## config.mk

```make
export PLATFORM = sky130hd
export DESIGN_NAME = bilinear_scaler_param_flat
export DESIGN_NICKNAME = d
export VERILOG_FILES = /design/src/rtl/bilinear_scaler_param_pkg.sv /design/src/rtl/bilinear_scaler_param_if.sv /design/src/rtl/bilinear_scaler_param_lerp2d.sv /design/src/rtl/bilinear_scaler_param.sv /design/src/flat_wrapper.sv
export SDC_FILE = /design/constraint.sdc
export NUM_CORES = 2
export LEC_CHECK = 0
export BUFFER_PORTS_ARGS = -buffer_cell sky130_fd_sc_hd__buf_2
export CAP_MARGIN = 25
export CORE_MARGIN = 3
export CORE_UTILIZATION = 50
export CTS_CLUSTER_SIZE = 30
export DETAILED_ROUTE_END_ITERATION = 10
export PLACE_DENSITY = 0.66
export SLEW_MARGIN = 20
export SYNTH_ARGS = -nofsm -noshare
export SYNTH_HDL_FRONTEND = slang
export SYNTH_SLANG_ARGS = --single-unit
```

## constraint.sdc

```tcl
create_clock -name clk -period 24.9 [get_ports clk]
set_input_delay 2.49 -clock clk [delete_from_list [all_inputs] [get_ports clk]]
set_output_delay 2.49 -clock clk [all_outputs]
set_load 0.02 [all_outputs]
```

## src/rtl/bilinear_scaler_param_pkg.sv

```systemverilog
// Shared types and fixed-point constants for the parametrised bilinear/nearest scaler.
package bilinear_scaler_param_pkg;

  localparam int FRAC_W_DEF = 8;
  localparam int ONE        = 1 << FRAC_W_DEF;
  localparam int HALF       = ONE / 2;

  typedef enum logic [3:0] {
    S_IDLE,
    S_COORD,
    S_RD0,
    S_RD1,
    S_RD2,
    S_RD3,
    S_RDL,
    S_CALC,
    S_WRITE,
    S_STEP_WAIT
  } scaler_state_t;

endpackage

```

## src/rtl/bilinear_scaler_param_if.sv

```systemverilog
// Control, config, source-read and destination-write signals of the scaler.
interface bilinear_scaler_param_if #(
  parameter int PIX_W  = 8,
  parameter int DIM_W  = 10,
  parameter int ADDR_W = 16
);
  logic              start;
  logic              mode;
  logic              step_en;
  logic              step;
  logic [DIM_W-1:0]  cfg_in_w;
  logic [DIM_W-1:0]  cfg_in_h;
  logic [DIM_W-1:0]  cfg_out_w;
  logic [DIM_W-1:0]  cfg_out_h;
  logic [15:0]       cfg_inv;
  logic              rd_en;
  logic [ADDR_W-1:0] rd_addr;
  logic [PIX_W-1:0]  rd_data;
  logic              wr_en;
  logic [ADDR_W-1:0] wr_addr;
  logic [PIX_W-1:0]  wr_data;
  logic              busy;
  logic              done;
  logic              err;

  modport master (
    output start, mode, step_en, step,
    output cfg_in_w, cfg_in_h, cfg_out_w, cfg_out_h, cfg_inv,
    output rd_data,
    input  rd_en, rd_addr, wr_en, wr_addr, wr_data, busy, done, err
  );

  modport slave (
    input  start, mode, step_en, step,
    input  cfg_in_w, cfg_in_h, cfg_out_w, cfg_out_h, cfg_inv,
    input  rd_data,
    output rd_en, rd_addr, wr_en, wr_addr, wr_data, busy, done, err
  );
endinterface

```

## src/rtl/bilinear_scaler_param_lerp2d.sv

```systemverilog
// Registered 2-D linear interpolation of four neighbours; rounds to nearest and saturates.
module bilinear_scaler_param_lerp2d
  import bilinear_scaler_param_pkg::*;
#(
  parameter int PIX_W  = 8,
  parameter int FRAC_W = FRAC_W_DEF
) (
  input  logic              clk,
  input  logic              rst,
  input  logic              en,
  input  logic [PIX_W-1:0]  p00,
  input  logic [PIX_W-1:0]  p01,
  input  logic [PIX_W-1:0]  p10,
  input  logic [PIX_W-1:0]  p11,
  input  logic [FRAC_W-1:0] fx,
  input  logic [FRAC_W-1:0] fy,
  output logic [PIX_W-1:0]  pix
);
  localparam int              ACC_W   = PIX_W + 2*FRAC_W + 2;
  localparam logic [FRAC_W:0] ONE_Q   = {1'b1, {FRAC_W{1'b0}}};
  localparam logic [ACC_W-1:0] RND    = ACC_W'(1) << (2*FRAC_W - 1);
  localparam logic [ACC_W-1:0] PIX_MAX = ACC_W'({PIX_W{1'b1}});

  logic [FRAC_W:0]  wx0, wx1, wy0, wy1;
  logic [ACC_W-1:0] top, bot, sum, quo;

  assign wx1 = {1'b0, fx};
  assign wx0 = ONE_Q - wx1;
  assign wy1 = {1'b0, fy};
  assign wy0 = ONE_Q - wy1;

  assign top = ACC_W'(p00) * ACC_W'(wx0) + ACC_W'(p01) * ACC_W'(wx1);
  assign bot = ACC_W'(p10) * ACC_W'(wx0) + ACC_W'(p11) * ACC_W'(wx1);
  assign sum = top * ACC_W'(wy0) + bot * ACC_W'(wy1) + RND;
  assign quo = sum >> (2*FRAC_W);

  always_ff @(posedge clk) begin
    if (rst) begin
      pix <= '0;
    end else if (en) begin
      pix <= (quo > PIX_MAX) ? {PIX_W{1'b1}} : quo[PIX_W-1:0];
    end
  end
endmodule

```

## src/rtl/bilinear_scaler_param.sv

```systemverilog
// Sequential image scaler: walks the output raster, fetches neighbours from source RAM, writes result.
//   state     | meaning
//   IDLE      | waiting for start; config checked on accept
//   COORD     | latch clamped integer/fraction source coordinates
//   RD0..RD3  | read p00, p01, p10, p11 (nearest: RD0 reads the chosen pixel only)
//   RDL       | capture last read datum
//   CALC      | bilinear datapath registers the output pixel
//   WRITE     | write pixel, advance raster position
//   STEP_WAIT | paused after a pixel until a step pulse
module bilinear_scaler_param
  import bilinear_scaler_param_pkg::*;
#(
  parameter int PIX_W  = 8,
  parameter int DIM_W  = 10,
  parameter int ADDR_W = 16,
  parameter int FRAC_W = FRAC_W_DEF
) (
  input logic clk,
  input logic rst,
  bilinear_scaler_param_if.slave bus
);
  // accumulators must hold out_dim * inv without wrapping
  localparam int ACC_W = DIM_W + 17;
  localparam int INT_W = ACC_W - FRAC_W;

  scaler_state_t state, state_nxt;

  logic              mode_q;
  logic [DIM_W-1:0]  in_w_q, in_h_q, out_w_q, out_h_q;
  logic [15:0]       inv_q;
  logic [DIM_W-1:0]  ox, oy;
  logic [ACC_W-1:0]  sx, sy;
  logic [DIM_W-1:0]  ix, x1, iy, y1;
  logic [FRAC_W-1:0] fx, fy;
  logic [PIX_W-1:0]  p00, p01, p10, p11;
  logic              done_q, err_q;

  logic [INT_W-1:0]  sx_int, sy_int;
  logic [DIM_W-1:0]  ix_c, x1_c, iy_c, y1_c;
  logic [FRAC_W-1:0] fx_c, fy_c;
  logic [DIM_W-1:0]  row_sel, col_sel;
  logic [ADDR_W-1:0] rd_lin, wr_lin;
  logic [PIX_W-1:0]  lerp_pix;
  logic              cfg_bad, row_end, last_pix;
  logic              rd_en, wr_en;

  assign cfg_bad = (bus.cfg_in_w == '0) || (bus.cfg_in_h == '0) ||
                   (bus.cfg_out_w == '0) || (bus.cfg_out_h == '0) ||
                   (bus.cfg_inv == '0);
  assign row_end  = (ox == out_w_q - 1'b1);
  assign last_pix = row_end && (oy == out_h_q - 1'b1);

  assign sx_int = sx[ACC_W-1:FRAC_W];
  assign sy_int = sy[ACC_W-1:FRAC_W];

  // Past the right/bottom edge the sample pins to the last column/row with zero weight.
  always_comb begin
    ix_c = sx_int[DIM_W-1:0];
    fx_c = sx[FRAC_W-1:0];
    if (sx_int >= {{(INT_W-DIM_W){1'b0}}, in_w_q}) begin
      ix_c = in_w_q - 1'b1;
      fx_c = '0;
    end
    x1_c = (ix_c == in_w_q - 1'b1) ? ix_c : ix_c + 1'b1;

    iy_c = sy_int[DIM_W-1:0];
    fy_c = sy[FRAC_W-1:0];
    if (sy_int >= {{(INT_W-DIM_W){1'b0}}, in_h_q}) begin
      iy_c = in_h_q - 1'b1;
      fy_c = '0;
    end
    y1_c = (iy_c == in_h_q - 1'b1) ? iy_c : iy_c + 1'b1;
  end

  always_comb begin
    state_nxt = state;
    case (state)
      S_IDLE:      if (bus.start && !cfg_bad) state_nxt = S_COORD;
      S_COORD:     state_nxt = S_RD0;
      S_RD0:       state_nxt = mode_q ? S_RDL : S_RD1;
      S_RD1:       state_nxt = S_RD2;
      S_RD2:       state_nxt = S_RD3;
      S_RD3:       state_nxt = S_RDL;
      S_RDL:       state_nxt = mode_q ? S_WRITE : S_CALC;
      S_CALC:      state_nxt = S_WRITE;
      S_WRITE: begin
        if (last_pix)         state_nxt = S_IDLE;
        else if (bus.step_en) state_nxt = S_STEP_WAIT;
        else                  state_nxt = S_COORD;
      end
      S_STEP_WAIT: if (bus.step) state_nxt = S_COORD;
      default:     state_nxt = S_IDLE;
    endcase
  end

  // Nearest picks the upper neighbour when the fraction is at least one half (MSB set).
  always_comb begin
    row_sel = iy;
    col_sel = ix;
    case (state)
      S_RD0: begin
        if (mode_q) begin
          row_sel = fy[FRAC_W-1] ? y1 : iy;
          col_sel = fx[FRAC_W-1] ? x1 : ix;
        end
      end
      S_RD1:   col_sel = x1;
      S_RD2:   row_sel = y1;
      S_RD3: begin
        row_sel = y1;
        col_sel = x1;
      end
      default: ;
    endcase
  end

  assign rd_lin = ADDR_W'(row_sel) * ADDR_W'(in_w_q) + ADDR_W'(col_sel);
  assign wr_lin = ADDR_W'(oy) * ADDR_W'(out_w_q) + ADDR_W'(ox);

  always_ff @(posedge clk) begin
    if (rst) begin
      state   <= S_IDLE;
      mode_q  <= 1'b0;
      in_w_q  <= '0;
      in_h_q  <= '0;
      out_w_q <= '0;
      out_h_q <= '0;
      inv_q   <= '0;
      ox      <= '0;
      oy      <= '0;
      sx      <= '0;
      sy      <= '0;
      ix      <= '0;
      x1      <= '0;
      iy      <= '0;
      y1      <= '0;
      fx      <= '0;
      fy      <= '0;
      p00     <= '0;
      p01     <= '0;
      p10     <= '0;
      p11     <= '0;
      done_q  <= 1'b0;
      err_q   <= 1'b0;
    end else begin
      state <= state_nxt;
      case (state)
        S_IDLE: begin
          if (bus.start) begin
            done_q  <= cfg_bad;
            err_q   <= cfg_bad;
            mode_q  <= bus.mode;
            in_w_q  <= bus.cfg_in_w;
            in_h_q  <= bus.cfg_in_h;
            out_w_q <= bus.cfg_out_w;
            out_h_q <= bus.cfg_out_h;
            inv_q   <= bus.cfg_inv;
            ox      <= '0;
            oy      <= '0;
            sx      <= '0;
            sy      <= '0;
          end
        end
        S_COORD: begin
          ix <= ix_c;
          x1 <= x1_c;
          iy <= iy_c;
          y1 <= y1_c;
          fx <= fx_c;
          fy <= fy_c;
        end
        S_RD1: p00 <= bus.rd_data;
        S_RD2: p01 <= bus.rd_data;
        S_RD3: p10 <= bus.rd_data;
        // in nearest mode p11 holds the single fetched pixel
        S_RDL: p11 <= bus.rd_data;
        S_WRITE: begin
          if (last_pix) begin
            done_q <= 1'b1;
          end else if (row_end) begin
            ox <= '0;
            sx <= '0;
            oy <= oy + 1'b1;
            sy <= sy + ACC_W'(inv_q);
          end else begin
            ox <= ox + 1'b1;
            sx <= sx + ACC_W'(inv_q);
          end
        end
        default: ;
      endcase
    end
  end

  bilinear_scaler_param_lerp2d #(
    .PIX_W (PIX_W),
    .FRAC_W(FRAC_W)
  ) u_lerp (
    .clk(clk),
    .rst(rst),
    .en (state == S_CALC),
    .p00(p00),
    .p01(p01),
    .p10(p10),
    .p11(p11),
    .fx (fx),
    .fy (fy),
    .pix(lerp_pix)
  );

  assign rd_en = (state == S_RD0) || (state == S_RD1) ||
                 (state == S_RD2) || (state == S_RD3);
  assign wr_en = (state == S_WRITE);

  assign bus.rd_en   = rd_en;
  assign bus.rd_addr = rd_en ? rd_lin : '0;
  assign bus.wr_en   = wr_en;
  assign bus.wr_addr = wr_en ? wr_lin : '0;
  assign bus.wr_data = wr_en ? (mode_q ? p11 : lerp_pix) : '0;
  assign bus.busy    = (state != S_IDLE);
  assign bus.done    = done_q;
  assign bus.err     = err_q;
endmodule
```

## src/flat_wrapper.sv

```systemverilog
// flat-port wrapper written by rule: the top's interface ports become plain ports
module bilinear_scaler_param_flat import bilinear_scaler_param_pkg::*;
#(
  parameter int PIX_W  = 8,
  parameter int DIM_W  = 10,
  parameter int ADDR_W = 16,
  parameter int FRAC_W = FRAC_W_DEF
)
  (clk, rst, bus_start, bus_mode, bus_step_en, bus_step, bus_cfg_in_w, bus_cfg_in_h, bus_cfg_out_w, bus_cfg_out_h, bus_cfg_inv, bus_rd_data, bus_rd_en, bus_rd_addr, bus_wr_en, bus_wr_addr, bus_wr_data, bus_busy, bus_done, bus_err);
  bilinear_scaler_param_if #(.PIX_W(PIX_W), .DIM_W(DIM_W), .ADDR_W(ADDR_W)) bus_i ();
  input logic clk;
  input logic rst;
  input wire logic [$bits(bus_i.start)-1:0] bus_start;
  input wire logic [$bits(bus_i.mode)-1:0] bus_mode;
  input wire logic [$bits(bus_i.step_en)-1:0] bus_step_en;
  input wire logic [$bits(bus_i.step)-1:0] bus_step;
  input wire logic [$bits(bus_i.cfg_in_w)-1:0] bus_cfg_in_w;
  input wire logic [$bits(bus_i.cfg_in_h)-1:0] bus_cfg_in_h;
  input wire logic [$bits(bus_i.cfg_out_w)-1:0] bus_cfg_out_w;
  input wire logic [$bits(bus_i.cfg_out_h)-1:0] bus_cfg_out_h;
  input wire logic [$bits(bus_i.cfg_inv)-1:0] bus_cfg_inv;
  input wire logic [$bits(bus_i.rd_data)-1:0] bus_rd_data;
  output wire logic [$bits(bus_i.rd_en)-1:0] bus_rd_en;
  output wire logic [$bits(bus_i.rd_addr)-1:0] bus_rd_addr;
  output wire logic [$bits(bus_i.wr_en)-1:0] bus_wr_en;
  output wire logic [$bits(bus_i.wr_addr)-1:0] bus_wr_addr;
  output wire logic [$bits(bus_i.wr_data)-1:0] bus_wr_data;
  output wire logic [$bits(bus_i.busy)-1:0] bus_busy;
  output wire logic [$bits(bus_i.done)-1:0] bus_done;
  output wire logic [$bits(bus_i.err)-1:0] bus_err;
  assign bus_i.start = bus_start;
  assign bus_i.mode = bus_mode;
  assign bus_i.step_en = bus_step_en;
  assign bus_i.step = bus_step;
  assign bus_i.cfg_in_w = bus_cfg_in_w;
  assign bus_i.cfg_in_h = bus_cfg_in_h;
  assign bus_i.cfg_out_w = bus_cfg_out_w;
  assign bus_i.cfg_out_h = bus_cfg_out_h;
  assign bus_i.cfg_inv = bus_cfg_inv;
  assign bus_i.rd_data = bus_rd_data;
  assign bus_rd_en = bus_i.rd_en;
  assign bus_rd_addr = bus_i.rd_addr;
  assign bus_wr_en = bus_i.wr_en;
  assign bus_wr_addr = bus_i.wr_addr;
  assign bus_wr_data = bus_i.wr_data;
  assign bus_busy = bus_i.busy;
  assign bus_done = bus_i.done;
  assign bus_err = bus_i.err;
  bilinear_scaler_param #(.PIX_W(PIX_W), .DIM_W(DIM_W), .ADDR_W(ADDR_W), .FRAC_W(FRAC_W)) u_core (.clk(clk), .rst(rst), .bus(bus_i));
endmodule
```

After elaboration in Yosys (flattened, before gate mapping)
Index checks and enable logic that the tools add are counted.
{"block": "totals", "mem_bits_ro": 0, "latch_bits": 0, "input_bits": 70, "regBits": 233, "n_memories": 0, "ramBits": 0}
{"block": "op_classes", "n_reduce_logical": 25, "n_bitwise": 0, "magnitude_cmp": 3, "n_div": 0, "shifts": 0, "n_mul": 8, "eq_ne": 19, "n_addsub": 18, "n_mux": 41}
{"cell": "27-bit 2-to-1 mux", "count": 5}
{"cell": "10-bit 2-to-1 mux", "count": 13}
{"cell": "27-bit case mux with 2 select lines", "count": 2}
{"cell": "10-bit case mux with 2 select lines", "count": 4}
{"cell": "27-bit by 16-bit adder with 27-bit output", "count": 2}
{"cell": "10-bit by 1-bit adder with 10-bit output, second input constant", "count": 4}
{"cell": "10-bit == test", "count": 4}
{"cell": "10-bit zero test", "count": 4}
{"cell": "8-bit 2-to-1 mux", "count": 5}
{"cell": "4-bit case mux with 10 select lines", "count": 1}
{"cell": "10-bit by 1-bit subtractor with 10-bit output, second input constant", "count": 4}
{"cell": "19-bit by 10-bit >= comparator with 1-bit output", "count": 2}
{"cell": "17-bit by 16-bit adder with 18-bit output", "count": 2}
{"cell": "8-bit by 9-bit multiplier with 17-bit output", "count": 2}
{"cell": "16-bit by 10-bit adder with 16-bit output", "count": 2}
{"cell": "10-bit by 10-bit multiplier with 16-bit output", "count": 2}
{"cell": "8-bit by 8-bit multiplier with 16-bit output", "count": 2}
{"cell": "16-bit 2-to-1 mux", "count": 2}
{"cell": "26-bit by 16-bit adder with 26-bit output, second input constant", "count": 1}
{"cell": "26-bit adder", "count": 1}
{"cell": "18-bit by 8-bit multiplier with 26-bit output", "count": 1}
{"cell": "18-bit by 9-bit multiplier with 26-bit output", "count": 1}
{"cell": "4-bit 2-to-1 mux", "count": 5}
{"cell": "9-bit by 8-bit subtractor with 9-bit output, first input constant", "count": 2}
{"cell": "other kinds (21)", "count": 41}

Depth between registers and ports, before layout
{"block": "depth", "ltp_word": 9, "ltp_mapped": 47, "ltp_nobuf": 45}

By module
A second synthesis with hierarchy kept.
{"block": "hier_totals", "cells_unflattened": 4683, "hier_area_um2": 39006.2}
{"module": "bilinear_scaler_param_lerp2d", "n_inst": 1, "area_each_um2": 19636.3, "cells_each": 2246}
{"module": "bilinear_scaler_param", "n_inst": 1, "area_each_um2": 19369.8, "cells_each": 2437}

Worst setup path before layout
Ideal clock, no wire load.
{"block": "synth_timing", "kind": "register -> register", "from": "register u_core.fx[0]", "to": "register u_core.u_lerp.pix[7]", "stages_incl_launch_ff": 44, "path_slack_ps": 12867, "arrival_time_ps": 11963, "period_less_slack_ps": 12033, "path_buffers": 3, "setup_ps": 70, "path_cell_list": "dfxtp_1 -> clkbuf_1 -> clkbuf_1 -> inv_1 -> ha_1 -> nand2_1 -> xor2_1 -> clkbuf_1 -> nand2_1 -> fa_1 -> fa_1 -> fa_1 -> inv_1 -> fa_1 -> fa_1 -> inv_1 -> fa_1 -> inv_1 -> [... 8 more ...] -> inv_1 -> fa_1 -> fa_1 -> fa_1 -> fa_1 -> inv_1 -> fa_1 -> inv_1 -> ha_1 -> nand4_1 -> or3_1 -> or2_2 -> o221ai_1 -> a31oi_1 -> o31ai_1 -> mux2i_1 -> mux2_2 -> a21oi_1"}
{"block": "synth_via", "elab_chain_len": 8}
{"item": "start, declared", "line_no": "bilinear_scaler_param.sv:34", "source": "logic [FRAC_W-1:0] fx, fy;"}
{"item": "start signal, assigned", "line_no": "bilinear_scaler_param.sv:137", "source": "fx <= '0;"}
{"item": "start signal, assigned", "line_no": "bilinear_scaler_param.sv:169", "source": "fx <= fx_c;"}
{"item": "9-bit by 8-bit subtractor with 9-bit output", "line_no": "bilinear_scaler_param_lerp2d.sv:28", "source": "assign wx0 = ONE_Q - wx1;"}
{"item": "8-bit by 9-bit multiplier with 17-bit output, on equally long branches", "line_no": "bilinear_scaler_param_lerp2d.sv:32, bilinear_scaler_param_lerp2d.sv:33"}
{"item": "17-bit by 16-bit adder with 18-bit output, on equally long branches", "line_no": "bilinear_scaler_param_lerp2d.sv:32, bilinear_scaler_param_lerp2d.sv:33"}
{"item": "18-bit by 9-bit multiplier with 26-bit output / 18-bit by 8-bit multiplier with 26-bit output (equally long branches)", "line_no": "bilinear_scaler_param_lerp2d.sv:34", "source": "assign sum = top * ACC_W'(wy0) + bot * ACC_W'(wy1) + RND;"}
{"item": "26-bit adder *", "line_no": "bilinear_scaler_param_lerp2d.sv:34"}
{"item": "26-bit by 16-bit adder with 26-bit output *", "line_no": "bilinear_scaler_param_lerp2d.sv:34"}
{"item": "10-bit by 8-bit greater-than comparator with 1-bit output", "line_no": "bilinear_scaler_param_lerp2d.sv:41", "source": "pix <= (quo > PIX_MAX) ? {PIX_W{1'b1}} : quo[PIX_W-1:0];"}
{"item": "8-bit 2-to-1 mux *", "line_no": "bilinear_scaler_param_lerp2d.sv:41"}
{"item": "end signal, assigned", "line_no": "bilinear_scaler_param_lerp2d.sv:41"}
{"item": "end, declared", "line_no": "bilinear_scaler_param_lerp2d.sv:17", "source": "output logic [PIX_W-1:0] pix"}
Every way passes the cells marked *; elsewhere a longest branch is shown, timed or not.
A chain may end at the register's enable or synchronous reset.

Final worst setup path
{"block": "layout_timing", "from": "register u_core.fx[2]", "to": "register u_core.u_lerp.pix[7]"}
Same word-level chain as after synthesis.

==> results_tabular.tex <==
\begin{tabular}{lr}
\hline
Metric & Value \\
\hline
\multicolumn{2}{l}{\textbf{Outcome}} \\
Outcome & finished, final reports clean \\
\multicolumn{2}{l}{\textbf{Clock network}} \\
Clock transition at the registers of the reported paths & 70 ps \\
Total CTS buffers & 27 \\
CTS sink count & 233 \\
Total number of H-tree levels & 1 \\
Number of setup buffers added after CTS & 0 \\
Post-cts resize count & 0 \\
Worst-Skew Late Latency & 560 ps \\
CTS root buffer & sky130\_fd\_sc\_hd\_\_clkbuf\_16 \\
CTS tree & done \\
Maximum buffer depth of the clock tree & 3 \\
Cts hold-fix bufs & 0 \\
\multicolumn{2}{l}{\textbf{Power}} \\
Sw power & 0.0004015 W \\
Power share of the sequential group & 0.369 \\
Max rail drop VDD & 51.57 uV \\
Clock network fraction of total power & 0.356 \\
Power Internal & 0.0007733 W \\
LEAKAGE & 20.31 nW \\
Switching Fraction & 0.3417 \\
Pwr dens & 28.52 nW/um\^{}2 \\
Comb pwr share & 0.275 \\
\multicolumn{2}{l}{\textbf{Timing}} \\
Normalized max-slew margin & 0.3204 \\
Total negative slack for setup checks & 0 ps \\
Final worst clock skew & 20.74 ps \\
Final worst path period share & 0.5457 \\
Slew at the pin closest to its max-slew limit & 1006 ps \\
Worst slack on hold paths & 455.2 ps \\
Pins over their slew limit & 0 \\
Final critical-path setup slack & 11310 ps \\
Maximum achievable frequency & 73.60 MHz \\
Number of setup violations in the final report & 0 \\
Setup repair after global routing missed its margin & no \\
Post-route minimum period & 13590 ps \\
Final-report hold violation count & 0 \\
\multicolumn{2}{l}{\textbf{Place}} \\
DP HPWL & 80.07 mm \\
Place WS & 11300 ps \\
Global placer's final weighted congestion & 0.9183 \\
Buffers on Ports & 114 \\
\multicolumn{2}{l}{\textbf{Global route}} \\
Global-route wire length before repair & 164.1 mm \\
Final global-route overflow total & 0 \\
Largest net degree at the start of global routing & 94 \\
Vias in the first global route & 31.33k \\
Number of antenna violations at the first check in global routing & 1 \\
Overall Global Routing Usage & 0.2483 \\
\multicolumn{2}{l}{\textbf{Routing}} \\
ANT nets after route & 0 \\
Count of TritonRoute iterations in the first routing pass & 5 \\
1st-iter DRT viols & 1920 \\
Count of unresolved DRC violations after routing & 0 \\
Number of vias after detailed routing & 30.66k \\
Detailed Route WL & 98.84 mm \\
Wire length per cell after detailed routing & 17.42 um \\
Number of vias per cell after detailed routing & 5.404 \\
\multicolumn{2}{l}{\textbf{Synthesis}} \\
Synth warn & 0 \\
Net count after synthesis & 5680 \\
Post-Syn Area per Cell & 8.356 sq um \\
Count of cell types in the netlist & 76 \\
Area fraction of the dominant cell type after synthesis & 0.3062 \\
Dominant synthesized flop cell & sky130\_fd\_sc\_hd\_\_dfxtp\_1 \\
Library cell occupying the most area in the post-synthesis netlist & sky130\_fd\_sc\_hd\_\_fa\_1 \\
Summed instance area of the synthesized netlist & 38840 sq um \\
Proportion of synthesized flip-flops having asynchronous set or reset & 0 \\
Number of synthesized register bits & 233 \\
Biggest area contributors in the synthesized netlist & sky130\_fd\_sc\_hd\_\_fa\_1 31\%, sky130\_fd\_sc\_hd\_\_dfxtp\_1 12\%, sky130\_fd\_sc\_hd\_\_ha\_1 12\% \\
Instance count of the mapped netlist & 4648 \\
Number of enable flip-flop cells after synthesis & 0 \\
Most repeated cell in the gate-level netlist after synthesis & sky130\_fd\_sc\_hd\_\_inv\_1 \\
Sequential cell area fraction in the yosys report & 0.1201 \\
Ranking of synthesized cells by instance count & 823 x sky130\_fd\_sc\_hd\_\_inv\_1, 612 x sky130\_fd\_sc\_hd\_\_nand2\_1, 594 x sky130\_fd\_sc\_hd\_\_fa\_1 \\
\multicolumn{2}{l}{\textbf{Final layout}} \\
End-of-flow core utilization & 0.5388 \\
Share of final-layout standard cells stronger than drive strength 1 & 0.05577 \\
Synth-to-Final Area Change & 6.076\% \\
Number of inserted filler cells in the final layout & 7233 \\
Footprint of the multi-input gates & 30310 sq um \\
Post-layout nets & 5657 \\
Sequential cell area & 4666 sq um \\
Antenna Diode Count & 0 \\
\multicolumn{2}{l}{\textbf{Critical path}} \\
Critical-path maximum fanout & 21 \\
Startpoint class of the critical path & flip-flop \\
Type of element capturing the critical path & flip-flop \\
Most frequent cell on the critical path & sky130\_fd\_sc\_hd\_\_fa\_1 \\
Required time reported for the critical path endpoint & 25390 ps \\
Type of the setup path with the least slack & flip-flop to flip-flop \\
Worst stage delay on the critical path & 820 ps \\
Standard cell with the maximum stage delay on the critical path & sky130\_fd\_sc\_hd\_\_dfxtp\_1 \\
Signal arrival time at the worst endpoint & 14080 ps \\
\multicolumn{2}{l}{\textbf{Die}} \\
Die height & 284.7 um \\
Initial core utilization & 0.5080 \\
I/O pins & 115 \\
Number of rows in the core area & 101 \\
Die footprint & 81050 sq um \\
Core Region & 76450 sq um \\
Horizontal die dimension & 284.7 um \\
\multicolumn{2}{l}{\textbf{Job}} \\
Max capacitance violation total & 0 \\
\multicolumn{2}{l}{\textbf{Hold path}} \\
Hold crit path type & flip-flop to flip-flop \\
\hline
\end{tabular}
-- power groups by stage --
stage	clock network, W	logic (W)	registers (W)
6_report	0.000418	0.000323	0.000433
5_1_grt	0.000440	0.000362	0.000437
4_1_cts	0.000425	0.000324	0.000432
3_5_place_dp	0	0.000322	0.000441
3_3_place_gp	0	0.000318	0.000440
2_1_floorplan	0	0.000256	0.000417
-- path summary, 6_finish.rpt --
kind,startpoint,endpoint,cells after the start,slack (ps)
max,u_core.fx[2]$_SDFFE_PP0P_,u_core.u_lerp.pix[7]$_SDFFE_PP0P_,40,11310
min,u_core.iy[6]$_SDFFE_PP0P_,u_core.iy[6]$_SDFFE_PP0P_,2,460
max reg2reg,u_core.fx[2]$_SDFFE_PP0P_,u_core.u_lerp.pix[7]$_SDFFE_PP0P_,40,11310
min reg2reg,u_core.iy[6]$_SDFFE_PP0P_,u_core.iy[6]$_SDFFE_PP0P_,2,460
-- through the flow --
step	cell area, sq um	cells	total power, W
floorplan	38840	4648	0.0006731
global placement	40220	5623	0.0007577
detailed placement	40230	5624	0.0007624
CTS	41160	5672	0.001181
global route	41200	5674	0.001239
finish	41200	5674	0.001175
-- area by class of cell --
cell class              instances  share of cell area
multi-input cells            3378              0.7356
flip-flops and latches        233              0.1133
inverters                     827             0.07535
well taps                    1030             0.03128
repair buffers                158             0.02190
clock buffers                  42             0.01995
clock inverters                 6            0.002642
-- cell families after synthesis --
| logic type | count (synthesis) | share of synthesized area |
|---|---|---|
| compound gates | 560 | 0.08976 |
| xor+xnor | 203 | 0.04897 |
| mux | 52 | 0.01385 |
| buf+inv | 1037 | 0.1009 |
| fa+ha+maj | 962 | 0.4247 |
| simple gates | 1601 | 0.2017 |
| flops | 233 | 0.1201 |
-- cell usage in the layout (no fill, tap or decap), drive strengths merged, types with 12 or more instances in the layout --
master / n
a211oi: 18
a21o: 35
a21oi: 231
a31oi: 30
and2: 365
and3: 25
buf: 157
clkbuf: 43
dfxtp: 233
fa: 594
ha: 368
inv: 824
mux2: 14
mux2i: 38
nand2: 613
nand2b: 25
nand3: 94
nand4: 22
nor2: 224
nor2b: 22
nor3: 73
nor4: 25
o211ai: 15
o21a: 17
o21ai: 94
o21bai: 12
o31ai: 27
or2: 17
or3: 32
or4: 28
xnor2: 127
xor2: 67
-- worst max-delay path: cells and delay by family (launching register included) --
kind,cells,cell delay [ps]
adder cells (fa/ha/maj),14,6680
AO/OA/AOI/OAI,8,1960
AND/OR/NAND/NOR,8,1670
XOR/XNOR,2,1340
flip-flops,1,820
buffers and inverters,6,550
multiplexers,2,510
-- sequential cells by signal, summed over array words and instances (netlist names), 4 cells and up --
signal / count
u_core.u_lerp.pix: 8
u_core.ox: 10
u_core.p00: 8
u_core.y1: 10
u_core.inv_q: 16
u_core.p11: 8
u_core.ix: 10
u_core.in_h_q: 10
u_core.sx: 27
u_core.fx: 8
u_core.out_h_q: 10
u_core.fy: 8
u_core.out_w_q: 10
u_core.x1: 10
u_core.sy: 27
u_core.in_w_q: 10
u_core.p01: 8
u_core.oy: 10
u_core.state: 4
u_core.iy: 10
u_core.p10: 8
-- routing by layer --
metal,vias to the layer above,global-route usage,wire length [um]
met5,-,0,0
met2,774,0.4249,48070
met1,15130,0.3283,42200
met4,0,0.07356,3209
li1,14610,-,-
met3,146,0.03288,5364
(Power assumes the default switching activity.)
